==> config.mk <==
export PLATFORM = sky130hd
export DESIGN_NAME = uart_rx_frame_buffer
export DESIGN_NICKNAME = d
export VERILOG_FILES = /design/src/rtl/uart_rx_frame_buffer.sv
export SDC_FILE = /design/constraint.sdc
export NUM_CORES = 1
export LEC_CHECK = 0
export CORE_UTILIZATION = 40
export DETAILED_ROUTE_END_ITERATION = 6
export SKIP_CTS_REPAIR_TIMING = 1
export SLEW_MARGIN = 20
export SYNTH_ARGS = -nofsm -noshare
export SYNTH_HDL_FRONTEND = slang
export SYNTH_SLANG_ARGS = --single-unit
export TNS_END_PERCENT = 1
==> constraint.sdc <==
create_clock -name clk -period 4.73 [get_ports clk]
set_clock_uncertainty 0.1 [all_clocks]
set_input_delay 0.946 -clock clk [delete_from_list [all_inputs] [get_ports clk]]
set_output_delay 0.946 -clock clk [all_outputs]
set_load 0.05 [all_outputs]
==> src/rtl/uart_rx_frame_buffer.sv <==
// Byte FIFO behind a UART receiver that counts delimiter-terminated frames.
// Optional frame gating (hold output until a full frame is stored) via `define RX_FRAME_GATE_EN.
module uart_rx_frame_buffer #(
    parameter int          DEPTH = 16,
    parameter logic [7:0]  DELIM = 8'h0D
) (
    input  logic                       clk,
    input  logic                       rst_n,
    input  logic [7:0]                 in_data,
    input  logic                       in_valid,
    output logic [7:0]                 out_data,
    output logic                       out_valid,
    input  logic                       out_ready,
    output logic                       out_last,
    output logic [$clog2(DEPTH):0]     level,
    output logic [$clog2(DEPTH):0]     frame_cnt,
    output logic                       overflow,
    input  logic                       clr_ovf
);

    localparam int AW = $clog2(DEPTH);
    localparam int LW = AW + 1;
    localparam logic [LW-1:0] LVL_ONE  = LW'(1);
    localparam logic [LW-1:0] LVL_ZERO = LW'(0);
    localparam logic [LW-1:0] LVL_FULL = LW'(DEPTH);
    localparam logic [AW-1:0] PTR_ONE  = AW'(1);

    logic [7:0]    mem_r [DEPTH];
    logic [AW-1:0] wr_ptr_r;
    logic [AW-1:0] rd_ptr_r;
    logic [LW-1:0] level_r;
    logic [LW-1:0] frame_cnt_r;
    logic [LW-1:0] level_nxt_s;
    logic [LW-1:0] frame_cnt_nxt_s;
    logic          overflow_r;
    logic          full_s;
    logic          empty_s;
    logic          xfer_s;
    logic          wr_en_s;
    logic          drop_s;
    logic          in_delim_s;
    logic          head_delim_s;
    logic          out_valid_s;
    logic          out_last_s;

    assign out_data     = mem_r[rd_ptr_r];
    assign full_s       = (level_r == LVL_FULL);
    assign empty_s      = (level_r == LVL_ZERO);
    assign in_delim_s   = (in_data == DELIM);
    assign head_delim_s = (out_data == DELIM);
    assign xfer_s       = out_valid_s & out_ready;
    // A transfer in the same cycle frees a slot, so a full FIFO still accepts the byte.
    assign wr_en_s      = in_valid & (~full_s | xfer_s);
    assign drop_s       = in_valid & full_s & ~xfer_s;

    assign out_valid = out_valid_s;
    assign out_last  = out_last_s;
    assign level     = level_r;
    assign frame_cnt = frame_cnt_r;
    assign overflow  = overflow_r;

    // Next fill level and frame count from this cycle's write and transfer.
    always_comb begin
        level_nxt_s     = level_r;
        frame_cnt_nxt_s = frame_cnt_r;
        case ({wr_en_s, xfer_s})
            2'b10:   level_nxt_s = level_r + LVL_ONE;
            2'b01:   level_nxt_s = level_r - LVL_ONE;
            default: level_nxt_s = level_r;
        endcase
        case ({wr_en_s & in_delim_s, xfer_s & head_delim_s})
            2'b10:   frame_cnt_nxt_s = frame_cnt_r + LVL_ONE;
            2'b01:   frame_cnt_nxt_s = frame_cnt_r - LVL_ONE;
            default: frame_cnt_nxt_s = frame_cnt_r;
        endcase
    end

    // Pointers, counters and sticky overflow.
    always_ff @(posedge clk or negedge rst_n) begin
        if (!rst_n) begin
            wr_ptr_r    <= {AW{1'b0}};
            rd_ptr_r    <= {AW{1'b0}};
            level_r     <= LVL_ZERO;
            frame_cnt_r <= LVL_ZERO;
            overflow_r  <= 1'b0;
        end else begin
            if (wr_en_s) wr_ptr_r <= wr_ptr_r + PTR_ONE;
            if (xfer_s)  rd_ptr_r <= rd_ptr_r + PTR_ONE;
            level_r     <= level_nxt_s;
            frame_cnt_r <= frame_cnt_nxt_s;
            // A drop in the same cycle as a clear leaves the flag set.
            if (drop_s)       overflow_r <= 1'b1;
            else if (clr_ovf) overflow_r <= 1'b0;
            else              overflow_r <= overflow_r;
        end
    end

    // Storage array; contents are don't-care until written, so no reset.
    always_ff @(posedge clk) begin
        if (wr_en_s) mem_r[wr_ptr_r] <= in_data;
    end

`ifdef RX_FRAME_GATE_EN
    typedef enum logic [1:0] {
        ST_GATE    = 2'd0,
        ST_RELEASE = 2'd1,
        ST_DRAIN   = 2'd2
    } state_t;

    state_t state_r;
    state_t state_nxt_s;

    // Gating state register.
    always_ff @(posedge clk or negedge rst_n) begin
        if (!rst_n) state_r <= ST_GATE;
        else        state_r <= state_nxt_s;
    end

    // Next-state logic; DRAIN breaks the deadlock of a full, unterminated frame.
    always_comb begin
        state_nxt_s = state_r;
        case (state_r)
            ST_GATE: begin
                if (frame_cnt_r != LVL_ZERO) state_nxt_s = ST_RELEASE;
                else if (full_s)             state_nxt_s = ST_DRAIN;
                else                         state_nxt_s = ST_GATE;
            end
            ST_RELEASE: begin
                if (xfer_s && head_delim_s && (frame_cnt_nxt_s == LVL_ZERO)) state_nxt_s = ST_GATE;
                else                                                          state_nxt_s = ST_RELEASE;
            end
            ST_DRAIN: begin
                if (xfer_s && (level_nxt_s == LVL_ZERO)) state_nxt_s = ST_GATE;
                else                                     state_nxt_s = ST_DRAIN;
            end
            default: state_nxt_s = ST_GATE;
        endcase
    end

    // Output decode for the gated mode.
    always_comb begin
        out_valid_s = 1'b0;
        out_last_s  = ~empty_s & head_delim_s;
        case (state_r)
            ST_GATE:    out_valid_s = 1'b0;
            ST_RELEASE: out_valid_s = ~empty_s;
            ST_DRAIN: begin
                out_valid_s = ~empty_s;
                out_last_s  = ~empty_s & (head_delim_s | (level_r == LVL_ONE));
            end
            default:    out_valid_s = 1'b0;
        endcase
    end
`else
    // Output decode for the plain FIFO mode.
    always_comb begin
        out_valid_s = ~empty_s;
        out_last_s  = ~empty_s & head_delim_s;
    end
`endif

endmodule
==> impl_metrics.ini, run 1 <==
[critical_path]
rr_worst_depth = 14
arrival_ps = 3100
start_kind = register
cpMaxStageDelayCell = mux4_1
crit_chain = buf_12, mux4_1, a22oi_1, nand2_1, or2_4, nor4b_2, buf_4
critical_path_class = reg -> out
worstReg2RegEnd = frame_cnt[4]
end_kind = output port
critPathMaxFanout = 23
crit_path_max_incr_delay_ps = 600
crit_end = out_last
cp_top_family = simple AND/OR/NAND/NOR gates
required_ps = 3680
rrSetupSlack_ps = 760
regToRegStartpoint = rd_ptr_r[0]
critPathLaunch = rd_ptr_r[0]
crit_cells = 7
crit_buf_inv = 2

[cts]
cts_sinks = 147
insertion_delay_ps = 420
clkTransAtPathRegs_ps = 60
cts_root_buf = clkbuf_16
cts_buffers = 17
clockBufferDepth = 2
cts_tree = built
cts_htree_levels = 4

[min_path]
hold_path_class = reg -> reg
hold_depth = 1

[sta]
rsz0062_at_grt = no
worst_pin_slew_ps = 1070
max_clock_freq_mhz = 241
tns_ps = 0
setup_viol = 0
slew_violations = 0
min_period_over_period = 0.876
hold_viol_final = 0
layout_min_cycle_time_ps = 4140
max_slew_margin = 0.286

[detailed_routing]
routed_wirelength_um = 12800
ant_nets = 0
wl_per_cell_um = 21.6
viasPerCell = 5.39
firstDrtPassIters = 4
route.detailed.drc = 0
via_count = 3204
drt_first_iter_violations = 269

[place]
dp.cells = 563
dp.final_hpwl_um = 8430
gp_congestion = 0.794
port_buffers = 33

[final_layout]
fillers = 1252
drive_gt1_frac = 0.135
nNetsFinal = 422
final_common_cell = edfxtp_1
utilization = 0.482
final_cell_mix = edfxtp_1 (128), clkdlybuf4s50_1 (32), mux4_1 (22), nand2_1 (20), dfrtp_1 (18)
syn_to_final_growth_pct = 17.7
fin_cells = 594
num_antenna_cells = 0

[global_routing]
grt.overflow.total = 0
grt_pass1_vias = 3244
grt_pass1_wl_um = 19500
antenna_found_initial = 0
grt_max_degree = 25
grt_use_total = 0.175

[synthesis]
ys_ff_latch = 147
async_flop_share = 0.129
syn_area_um2 = 6200
synth.avg_cell_area_um2 = 18.1
ys.flop_type = edfxtp_1
ys_top_cells_by_area = edfxtp_1 (62%), mux4_1 (9.3%), dfrtp_1 (7.7%)
synth_edf_count = 128
synth_top_area_frac = 0.620
synth_nets = 371
syn_inst = 343
ys_seq_area_frac = 0.696
ys_warn_count = 0
yosysTopAreaCell = edfxtp_1
synth_cell_types = 42

[floorplanning]
die_area_um2 = 16000
fp-row-count = 45
start_util = 0.410
core_um2 = 15100
fp.dieH_um = 127
pin_count = 34
fp.dieW_um = 127

[flow_run]
maxCapViolations = 0

[outcome]
status = finished clean

[pwr]
power_w = 0.00463
power.static_leakage_nw = 2.58
powerDensity_nw_per_um2 = 635
vdd_drop_max_mv = 0.394
-- state kept, by name, indices dropped and copies added, names as in the netlist --
| register | cells |
|---|---|
| rd_ptr_r | 4 |
| mem_r | 128 |
| frame_cnt | 5 |
| overflow | 1 |
| wr_ptr_r | 4 |
| level | 5 |
-- power by group --
| part | total (W) | leakage [nW] | internal (W) | switching, W |
|---|---|---|---|---|
| Combinational | 0.00177 | 0.956 | 0.000708 | 0.00106 |
| Clock | 0.00113 | 0.239 | 0.000649 | 0.000484 |
| Sequential | 0.00173 | 1.39 | 0.00159 | 0.000134 |
-- final cells by class --
type                            count  area, µm²  area share
Clock inverter                     14       73.8      0.0101
Clock buffer                       17        425      0.0583
Tap cell                          188        235      0.0322
Sequential cell                   147       4320       0.592
Multi-Input combinational cell    166       1730       0.237
Inverter                           15       56.3     0.00772
Timing Repair Buffer               47        458      0.0628
-- per-layer routing --
metal  GRT usage  wire, µm
met1       0.227      5700
met2       0.277      6270
met3      0.0413       509
met4      0.0886       341
met5           0         0
-- Yosys cell counts, types with 7 or more instances --
cell and n:
edfxtp_1 128, dfrtp_1 19, nand2_1 20, clkbuf_1 8, xnor2_1 8, nor2_1 13, mux4_2 7, a22oi_1 12
mux2i_1 7, inv_1 15, ha_1 13, o21ai_0 9, mux4_1 22
-- worst min-delay path by stage --
| stage | startpoint | end | slack [ps] |
|---|---|---|---|
| 2_1_floorplan | wr_ptr_r[1] | wr_ptr_r[3] | 470 |
| 3_3_place_gp | frame_cnt[4] | frame_cnt[4] | 390 |
| 3_5_place_dp | frame_cnt[4] | frame_cnt[4] | 390 |
| 4_1_cts | frame_cnt[4] | frame_cnt[4] | 410 |
| 5_1_grt | frame_cnt[4] | frame_cnt[4] | 430 |
| 6_report | level[4] | level[4] | 410 |
-- metrics by stage --
| step | instance area, µm² | setup WS, ps | hold WS, ps |
|---|---|---|---|
| 2_1_floorplan | 6200 | 464 | 473 |
| 3_3_place_gp | 6800 | 825 | 387 |
| 3_5_place_dp | 6800 | 794 | 389 |
| 4_1_cts | 7300 | 548 | 406 |
| 5_1_grt | 7300 | 455 | 432 |
| 6_report | 7300 | 588 | 406 |
-- logic make-up (layout without fill, tap and decap cells) --
group | count (synthesis) | count (layout) | synth area share
AND/OR/NAND/NOR | 65 | 65 | 0.0551
XOR/XNOR | 14 | 14 | 0.0198
AO/OA/AOI/OAI | 35 | 35 | 0.0385
adder cells (fa/ha/maj) | 15 | 15 | 0.0327
flip-flops | 147 | 147 | 0.696
multiplexers | 37 | 37 | 0.132
buffers and inverters | 30 | 93 | 0.0258
Note: power is estimated with default switching activity, not from simulation.
==> run 2, diff against run 1 <==
==> constraint.sdc (replaced) <==
create_clock -name clk -period 3.8 [get_ports clk]
set_clock_uncertainty 0.1 [all_clocks]
set_input_delay 0.76 -clock clk [delete_from_list [all_inputs] [get_ports clk]]
set_output_delay 0.76 -clock clk [all_outputs]
set_load 0.05 [all_outputs]
==> run 2 against run 1 <==
  * Sequential share of layout area shrank 3.6 points
  * Global-route usage grew 0.055 points
  * Flip-flop and latch count is the same
==> impl_metrics.ini, run 2 (synthesized netlist as in run 1, its figures left out) <==
[pwr]
power.static_leakage_nw = 2.85
powerDensity_nw_per_um2 = 831
vdd_drop_max_mv = 0.367

[detailed_routing]
route.detailed.drc = 0
ant_nets = 0
viasPerCell = 5.41
via_count = 3369
firstDrtPassIters = 4
drt_first_iter_violations = 307
wl_per_cell_um = 21.1
routed_wirelength_um = 13100

[final_layout]
largest_register_ffs = 128
final_common_cell = edfxtp_1
fillers = 1215
nNetsFinal = 450
drive_gt1_frac = 0.223
syn_to_final_growth_pct = 25.2
final_cell_mix = edfxtp_1 (128), buf_4 (38), clkdlybuf4s50_1 (29), mux4_1 (21), nand2_1 (20)
num_antenna_cells = 0
multi_input_area_um2 = 1780
top_register = mem_r
utilization = 0.513
regArea_um2 = 4320

[cts]
cts_root_buf = clkbuf_16
cts_htree_levels = 4
cts_buffers = 17
cts_sinks = 147
clkTransAtPathRegs_ps = 60
cts_tree = built
insertion_delay_ps = 420
clockBufferDepth = 2

[sta]
max_slew_margin = 0.355
max_clock_freq_mhz = 266
layout_min_cycle_time_ps = 3760
worst_pin_slew_ps = 965
setup_viol = 0
setup_ws_ps = 35.4
hold_viol_final = 0
rsz0062_at_grt = yes
slew_violations = 0
min_period_over_period = 0.991

[flow_run]
maxCapViolations = 0

[global_routing]
grt_pass1_wl_um = 20000
grt_use_total = 0.175
grt_max_degree = 33
antenna_found_initial = 0
grt.overflow.total = 0
grt_pass1_vias = 3310

[place]
port_buffers = 33
dp.final_hpwl_um = 8890
pre_cts_slack_ps = 86.4
gp_congestion = 0.800

[floorplanning]
core_um2 = 15100
fp-row-count = 45
die_area_um2 = 16000
fp.dieH_um = 127
pin_count = 34
fp.dieW_um = 127
start_util = 0.410

[min_path]
hold_path_class = reg -> reg

[critical_path]
start_kind = register
end_kind = output port
required_ps = 2940
arrival_ps = 2900
critPathMaxFanout = 17
critical_path_class = reg -> out

[outcome]
status = finished clean
-- run 2: power by group --
| group | total, W | internal (W) | switching [W] |
|---|---|---|---|
| clock network | 0.00183 | 0.00118 | 0.000658 |
| logic | 0.00249 | 0.00107 | 0.00143 |
| registers | 0.00213 | 0.00198 | 0.000146 |
| total | 0.00646 | 0.00422 | 0.00223 |
-- run 2: final timing paths --
path,slack [ps],cells past startpoint,start,endpoint
setup / recovery,40,9,rd_ptr_r[0],out_last
hold / removal,400,1,frame_cnt[4],frame_cnt[4]
setup reg to reg,230,15,rd_ptr_r[0],frame_cnt[4]
hold reg to reg,400,1,frame_cnt[4],frame_cnt[4]
max in group asynchronous,2170,1,rst_n,rd_ptr_r[0]
min in group asynchronous,780,1,rst_n,level[1]
-- run 2: cell type report --
class	instances	area share
multi-input combinational	166	0.229
clock buffer	18	0.0553
clock inverter	14	0.0290
inverter	15	0.00725
sequential	147	0.556
tap	188	0.0303
timing repair buffer	75	0.0928
-- run 2: routing by layer --
layer | vias up | global-route usage | share of wire
met2 | 98 | 0.271 | 0.48
met4 | 0 | 0.0680 | 0.016
li1 | 1520 | - | -
met1 | 1734 | 0.244 | 0.45
met3 | 17 | 0.0388 | 0.056
met5 | - | 0 | 0
-- run 2: critical path, stage by stage (launching register included) --
cell and delay, ps:
dfrtp_2 450, buf_12 170, buf_4 130, mux2i_1 130, a221oi_1 430, a22o_1 230
o211ai_1 180, buf_4 200, nor4b_4 380, buf_12 190
-- run 2: metrics by stage --
stage / total power (W) / instance area (µm²) / TNS, ps / hold WS (ps) / cells
finish: 0.00646 / 7760 / 0 / 402 / 623
global route: 0.00673 / 7760 / -36.2 / 436 / 623
CTS: 0.00634 / 7630 / -53.4 / 415 / 615
detailed placement: 0.00449 / 6970 / 0 / 400 / 583
global placement: 0.00447 / 6970 / 0 / 405 / 583
floorplan: 0.00374 / 6210 / -239 / 364 / 343
